File: src/rtl/pwm_deadtime.sv
`default_nettype none
// +----------------------------------------------------------------------------+
// | Module      : pwm_deadtime                                                 |
// | Description : Complementary gate-drive generator. Each channel converts    |
// |               one PWM bit into a high-side / low-side pair separated by a  |
// |               programmable dead-time gap, with per-channel enable and a    |
// |               sticky, shared fault shutdown.                               |
// | Ports       : i_wb_clk     system clock                                    |
// |               i_wb_rst_n   asynchronous active-low reset                   |
// |               i_pwm        PWM timer outputs (asynchronous)                |
// |               i_en         per-channel enable (level)                      |
// |               i_dead       per-channel dead time, dt_width bits each       |
// |               i_fault      external fault (asynchronous, active-high)      |
// |               i_fault_clr  one-cycle pulse that clears a latched fault     |
// |               o_hs / o_ls  high-side / low-side gate drives                |
// |               o_fault_sts  fault latch status                              |
// | Revision    : 1.0 - initial release                                        |
// +----------------------------------------------------------------------------+
module pwm_deadtime #(
  parameter int num_ch   = 4,
  parameter int dt_width = 8
) (
  input  logic                       i_wb_clk,
  input  logic                       i_wb_rst_n,
  input  logic [num_ch-1:0]          i_pwm,
  input  logic [num_ch-1:0]          i_en,
  input  logic [num_ch*dt_width-1:0] i_dead,
  input  logic                       i_fault,
  input  logic                       i_fault_clr,
  output logic [num_ch-1:0]          o_hs,
  output logic [num_ch-1:0]          o_ls,
  output logic                       o_fault_sts
);

  typedef enum logic [2:0] {
    ST_IDLE   = 3'd0,
    ST_LOW    = 3'd1,
    ST_DEAD_R = 3'd2,
    ST_HIGH   = 3'd3,
    ST_DEAD_F = 3'd4
  } state_t;

  // Two-flop synchronizers for the asynchronous inputs.
  logic [num_ch-1:0] pwm_meta_q;
  logic [num_ch-1:0] pwm_s_q;
  logic              fault_meta_q;
  logic              fault_s_q;
  logic              fault_q;
  logic              fault_d;

  always_ff @(posedge i_wb_clk or negedge i_wb_rst_n) begin
    if (!i_wb_rst_n) begin
      pwm_meta_q   <= '0;
      pwm_s_q      <= '0;
      fault_meta_q <= 1'b0;
      fault_s_q    <= 1'b0;
      fault_q      <= 1'b0;
    end else begin
      pwm_meta_q   <= i_pwm;
      pwm_s_q      <= pwm_meta_q;
      fault_meta_q <= i_fault;
      fault_s_q    <= fault_meta_q;
      fault_q      <= fault_d;
    end
  end

  // A clear request is only honoured once the synchronized fault has gone away.
  always_comb begin
    fault_d = fault_q;
    if (fault_s_q) begin
      fault_d = 1'b1;
    end else if (i_fault_clr) begin
      fault_d = 1'b0;
    end
  end

  assign o_fault_sts = fault_q;

  for (genvar i = 0; i < num_ch; i++) begin : g_ch
    state_t              state_q;
    state_t              state_d;
    logic [dt_width-1:0] cnt_q;
    logic [dt_width-1:0] cnt_d;
    logic [dt_width-1:0] dead;
    logic                hs_q;
    logic                ls_q;

    // Dead time is only captured on entry to a dead state, so a gap in
    // progress is immune to later changes of i_dead.
    assign dead = i_dead[dt_width*i +: dt_width];

    always_comb begin
      state_d = state_q;
      cnt_d   = cnt_q;
      if (fault_s_q || !i_en[i]) begin
        state_d = ST_IDLE;
        cnt_d   = '0;
      end else begin
        case (state_q)
          ST_IDLE: begin
            if (!fault_q) state_d = ST_LOW;
          end
          ST_LOW: begin
            if (pwm_s_q[i]) begin
              if (dead == '0) begin
                state_d = ST_HIGH;
              end else begin
                state_d = ST_DEAD_R;
                cnt_d   = dead;
              end
            end
          end
          ST_DEAD_R: begin
            if (!pwm_s_q[i]) begin
              // Pulse shorter than the dead time: swallow it.
              state_d = ST_LOW;
              cnt_d   = '0;
            end else if (cnt_q == dt_width'(1)) begin
              state_d = ST_HIGH;
              cnt_d   = '0;
            end else begin
              cnt_d = cnt_q - dt_width'(1);
            end
          end
          ST_HIGH: begin
            if (!pwm_s_q[i]) begin
              if (dead == '0) begin
                state_d = ST_LOW;
              end else begin
                state_d = ST_DEAD_F;
                cnt_d   = dead;
              end
            end
          end
          ST_DEAD_F: begin
            if (pwm_s_q[i]) begin
              // Low glitch shorter than the dead time: back to high side.
              state_d = ST_HIGH;
              cnt_d   = '0;
            end else if (cnt_q == dt_width'(1)) begin
              state_d = ST_LOW;
              cnt_d   = '0;
            end else begin
              cnt_d = cnt_q - dt_width'(1);
            end
          end
          default: begin
            state_d = ST_IDLE;
            cnt_d   = '0;
          end
        endcase
      end
    end

    // Outputs are decoded from the next state and registered alongside it,
    // so they are glitch-free and can never both be high.
    always_ff @(posedge i_wb_clk or negedge i_wb_rst_n) begin
      if (!i_wb_rst_n) begin
        state_q <= ST_IDLE;
        cnt_q   <= '0;
        hs_q    <= 1'b0;
        ls_q    <= 1'b0;
      end else begin
        state_q <= state_d;
        cnt_q   <= cnt_d;
        hs_q    <= (state_d == ST_HIGH);
        ls_q    <= (state_d == ST_LOW);
      end
    end

    assign o_hs[i] = hs_q;
    assign o_ls[i] = ls_q;
  end

endmodule
`default_nettype wire

File: config.mk
export PLATFORM = sky130hd
export DESIGN_NAME = pwm_deadtime
export DESIGN_NICKNAME = d
export VERILOG_FILES = /design/src/rtl/pwm_deadtime.sv
export SDC_FILE = /design/constraint.sdc
export NUM_CORES = 1
export LEC_CHECK = 0
export ABC_AREA = 1
export CELL_PAD_IN_SITES_DETAIL_PLACEMENT = 0
export CELL_PAD_IN_SITES_GLOBAL_PLACEMENT = 1
export CORE_ASPECT_RATIO = 0.75
export CORE_MARGIN = 3
export CORE_UTILIZATION = 40
export CTS_CLUSTER_SIZE = 14
export DETAILED_ROUTE_END_ITERATION = 16
export PLACE_DENSITY_LB_ADDON = 0.1
export SLEW_MARGIN = 20
export SYNTH_ARGS = -nofsm -noshare
export SYNTH_HDL_FRONTEND = slang
export SYNTH_SLANG_ARGS = --single-unit
File: constraint.sdc
create_clock -name i_wb_clk -period 1.5 [get_ports i_wb_clk]
set_input_delay 0.15 -clock i_wb_clk [delete_from_list [all_inputs] [get_ports i_wb_clk]]
set_output_delay 0.15 -clock i_wb_clk [all_outputs]
set_load 0.01 [all_outputs]
Word level (Yosys, flattened, before mapping)
Cells that the tools add are included.
{"block": "totals", "word_cells": 164, "reg_bits": 63}
{"block": "classes", "reduce_logical": 21, "n_mux": 78, "n_eq_ne": 40, "add_sub_neg": 4}
{"cell": "two-way mux 8 bit", "count": 28}
{"cell": "case mux 8 bit (5 select lines)", "count": 4}
{"cell": "two-way mux 3 bit", "count": 36}
{"cell": "case mux 3 bit (5 select lines)", "count": 4}
{"cell": "== test 3 x 2 -> 1 bit (second input constant)", "count": 12}
{"cell": "== test 8 x 1 -> 1 bit (second input constant)", "count": 4}
{"cell": "logical NOT 8 bit", "count": 4}
{"cell": "subtractor 8 x 1 -> 8 bit (second input constant)", "count": 4}
{"cell": "== test 3 x 1 -> 1 bit (second input constant)", "count": 8}
{"cell": "inequality test 3 bit (second input constant)", "count": 8}
{"cell": "== test 3 bit (second input constant)", "count": 4}
{"cell": "logical NOT 3 bit", "count": 4}
{"cell": "AND reduction 3 bit", "count": 4}
{"cell": "inequality test 2 bit (second input constant)", "count": 4}
{"cell": "two-way mux 1 bit", "count": 6}
{"cell": "logical NOT 1 bit", "count": 4}
{"cell": "logical OR 1 bit", "count": 4}
{"cell": "nonzero test 2 bit", "count": 1}

Logic depth before layout (Yosys ltp)
{"block": "depth", "ltp_word": 6, "depth_mapped": 11, "mapped_depth_nobuf": 11}

Least setup slack after synthesis
OpenSTA, ideal clock, no wires.
{"block": "synth_path", "kind": "reg-to-reg", "start": "register fault_s_q", "end": "register g_ch[2].cnt_q[0]", "path_slack_ps": 213, "setup_ps": 117, "arrival_time_ps": 1170, "required_ps": 1383, "n_path_buf": 0, "path_stages_with_launch": 7, "synth_period_minus_slack_ps": 1287, "cell_sequence": "dfrtp_1 nor2_1 nand2_1 a21oi_2 a21oi_4 nand2_1 nand2_1"}
{"block": "synth_between", "elab_chain_cells": 3, "elab_cells_between_ends": 6}
{"element": "start: declaration", "line": "47", "text": "logic fault_s_q;"}
{"element": "start signal: assignment", "line": "62", "text": "fault_s_q <= fault_meta_q;"}
{"element": "logical OR 1 bit (*)", "line": "95", "text": "if (fault_s_q || !i_en[i]) begin"}
{"element": "inequality test 3 bit (no source line) or inequality test 2 bit (tied branches)"}
{"element": "AND reduction 3 bit (no source line)"}
{"element": "end signal: assignment", "line": "165", "text": "cnt_q <= cnt_d;"}
{"element": "end: declaration", "line": "82", "text": "logic [dt_width-1:0] cnt_q;"}
Mark *: on every way between the ends. The rest lies on a longest branch, timed or not.
A chain may end at the register's enable or synchronous reset.

Final worst setup path
{"block": "layout_path", "start": "register fault_q, in the netlist o_fault_sts", "end": "output port o_fault_sts"}
{"element": "start: declaration", "line": "48", "text": "logic fault_q;"}
{"element": "start signal: assignment", "line": "63", "text": "fault_q <= fault_d;"}
{"element": "end: declaration", "line": "32", "text": "output logic o_fault_sts"}
No word-level cell between the ends.

==> impl_metrics.toml <==
[worst_setup_path]
critPathKind = "flip-flop to primary output"
crit_family = "buffers and inverters"
critPathArrivalTime_ns = 1.28
setup.worst_path.start_class = "flip-flop"
worst-path-buf-inv = 1
r2r_start = "g_ch[1].state_q[1]"
slowest_stage = "clkdlybuf4s50_1"
critPathCaptureType = "primary output"
crit_chain = "clkdlybuf4s50_1"
worstReg2RegEnd = "g_ch[1].cnt_q[0]"
cp_max_fo = 4
reg2regPathDepth = 7
r2r_setup_slack_ns = 0.07
max_stage_delay_ns = 0.55
required_ns = 1.35

[layout]
n_antenna_cell = 0
stdcell_area_um2 = 5197
area_delta_synth_final_pct = 32.89
final_cell_mix = "nand2_1 (172), nor2_1 (65), inv_1 (58)"
final_common_cell = "nand2_1"
fin_nets = 694
drive_above_1_share_pct = 16.85
fillers = 893

[worst_hold_path]
min-delay-start = "i_pwm[1]"
min_to = "pwm_meta_q[1]"
whs_path_depth = 1
hold_class = "input pin to flip-flop"

[sta]
layout_setup_ws_ns = 0.06658
fin_crit_ns = 1.433
final.setup.tns_ns = 0
drv_slew = 0
slew_headroom_pct = 76.21
tightest_slew_ns = 0.3568
max_freq_mhz = 697.6
hold_violations = 0
timing.final.crit_share_pct = 95.56
rsz0062_at_grt = "true"
finClkSkew_ns = 0.009482
setup_viol = 0

[job]
drv_cap = 0

[clock_tree]
cts_root_buffer = "clkbuf_16"
path_clk_slew_ns = 0.06
cts_made_buffers = 9
insertion_delay_ns = 0.33
h-tree-depth = 3
cts_tree = "yes"
cts_sinks = 63
cts_max_path_buffers = 2

[route]
num_vias = 3661
routed_wl_mm = 9.673
firstDrtPassIters = 5
route.detailed.drc = 0
ant_nets = 0
drtIter0Drc = 219
wire_per_inst_um = 12.48
vias_per_cell = 4.724

[floorplanning]
dieWidth_um = 120.2
die_area_um2 = 11010
coreArea_um2 = 9271
die_h_um = 91.64
ios = 53
start_util_pct = 42.19
rows = 30

[place]
hpwl_mm = 6.863
place_area_um2 = 4780
io_buffers = 52
gp_congestion = 0.8523
place_ws_ns = -0.1247

[yosys]
synth.avg_cell_area_um2 = 7.086
yosys_most_used_dff = "dfrtp_1"
ys_types = 31
synth-edff-count = 0
synthesis.area_um2 = 3911
ys_ff_latch = 63
synth_area_leaders = "dfrtp_1 (40%), nand2_1 (17%), nand3_1 (7.5%), nor2_1 (7.1%), inv_1 (6.0%)"
synth_warnings = 0
yosys.area.top_type_share_pct = 40.31
synth_top_area_cell = "dfrtp_1"
async_reset_ff_share_pct = 100.0
syn_inst = 552
yosysSeqAreaShare_pct = 40.31
synth_nets = 604

[grt]
track_usage_pct = 18.19
grt_max_degree = 64
grt_pass1_wl_mm = 16.21
grt_pass1_vias = 3403
antenna_found_initial = 0
grt_remaining_overflow = 0

[pwr]
power.density_nw_per_um2 = 821.2
vdd_drop_max_uv = 705.7
p_leak_nw = 2.619

[outcome]
status = "complete, no violations"
-- what timing repair did --
action,in CTS,in global routing
endpoints found under the hold margin,63,0
hold buffers,1,0
endpoints found under the setup margin,0,40
resized for setup,0,46
buffers inserted,0,2
-- cells in the mapped netlist (2+ instances only) --
| cell | number |
|---|---|
| nand4_1 | 5 |
| dfrtp_1 | 63 |
| nand2_1 | 173 |
| xor2_1 | 9 |
| a21oi_2 | 3 |
| buf_4 | 8 |
| a21oi_4 | 2 |
| inv_1 | 62 |
| xnor2_1 | 6 |
| o21ai_2 | 4 |
| nor2_4 | 2 |
| clkinv_1 | 2 |
| nand3_2 | 3 |
| nand2_4 | 2 |
| o21bai_1 | 3 |
| a21oi_1 | 10 |
| inv_2 | 2 |
| nor3_1 | 6 |
| nor2_2 | 5 |
| o21ai_1 | 2 |
| ha_1 | 8 |
| nor2_1 | 74 |
| o21ai_0 | 27 |
| a31oi_1 | 2 |
| nand3_1 | 59 |
| o22ai_1 | 5 |
-- routing by layer --
metal / part of all wire, % / wire length [um] / global-route usage (%) / up-vias
met3: 5.0 / 482 / 4.439 / 12
met4: 1.3 / 128 / 4.862 / 0
li1: - / - / - / 1929
met1: 51 / 4965 / 27.28 / 1642
met2: 42 / 4096 / 26.04 / 78
met5: 0 / 0 / 0 / -
-- final cells by class --
type | instances | area [um2] | area share [%]
Clock buffer | 10 | 239.0 | 4.598
Clock inverter | 6 | 45.04 | 0.8666
Inverter | 66 | 247.7 | 4.767
Multi-Input combinational cell | 415 | 2125 | 40.88
Sequential cell | 63 | 1588 | 30.55
Tap cell | 128 | 160.2 | 3.081
Timing Repair Buffer | 87 | 793.3 | 15.26
-- power breakdown --
part           total (W)  switching [W]  internal [W]
Clock            0.00198       0.000813       0.00117
Combinational   0.000509       0.000266      0.000243
Sequential       0.00178      0.0000402       0.00174
-- stage by stage --
stage | total power, W | util (%) | hold WS (ns) | cells
6_report | 0.004268 | 56.06 | 0.2565 | 775
3_3_place_gp | 0.002301 | 51.55 | 0.1896 | 756
2_1_floorplan | 0.002023 | - | -0.1456 | 552
4_1_cts | 0.004328 | 54.72 | 0.2392 | 773
5_1_grt | 0.004459 | 56.06 | 0.2440 | 775
3_5_place_dp | 0.002299 | 51.55 | 0.1963 | 756
-- kinds of logic after synthesis --
family,count (synthesis),synth area share (%)
compound gates,61,9.661
xor+xnor,15,3.359
fa+ha+maj,8,2.559
buf+inv,74,7.870
flops,63,40.31
simple gates,331,36.24
-- flip-flops by register name, indices dropped and copies added, names as in the netlist --
register	flops
g_ch.cnt_q	32
pwm_s_q	4
g_ch.hs_q	4
fault_meta_q	1
g_ch.state_q	12
pwm_meta_q	4
g_ch.ls_q	4
fault_s_q	1
o_fault_sts	1
-- worst max-delay path by stage --
stage	to	depth (start not counted)	slack (ns)	from
6_report	o_fault_sts	1	0.07	o_fault_sts
5_1_grt	g_ch[1].hs_q	8	-0.04	g_ch[1].cnt_q[1]
4_1_cts	o_fault_sts	1	0.002	o_fault_sts
3_5_place_dp	g_ch[0].hs_q	8	-0.12	i_en[0]
3_3_place_gp	g_ch[0].hs_q	8	-0.07	i_en[0]
2_1_floorplan	g_ch[2].cnt_q[0]	6	0.21	fault_s_q
Note: power is estimated with default switching activity, not from simulation.
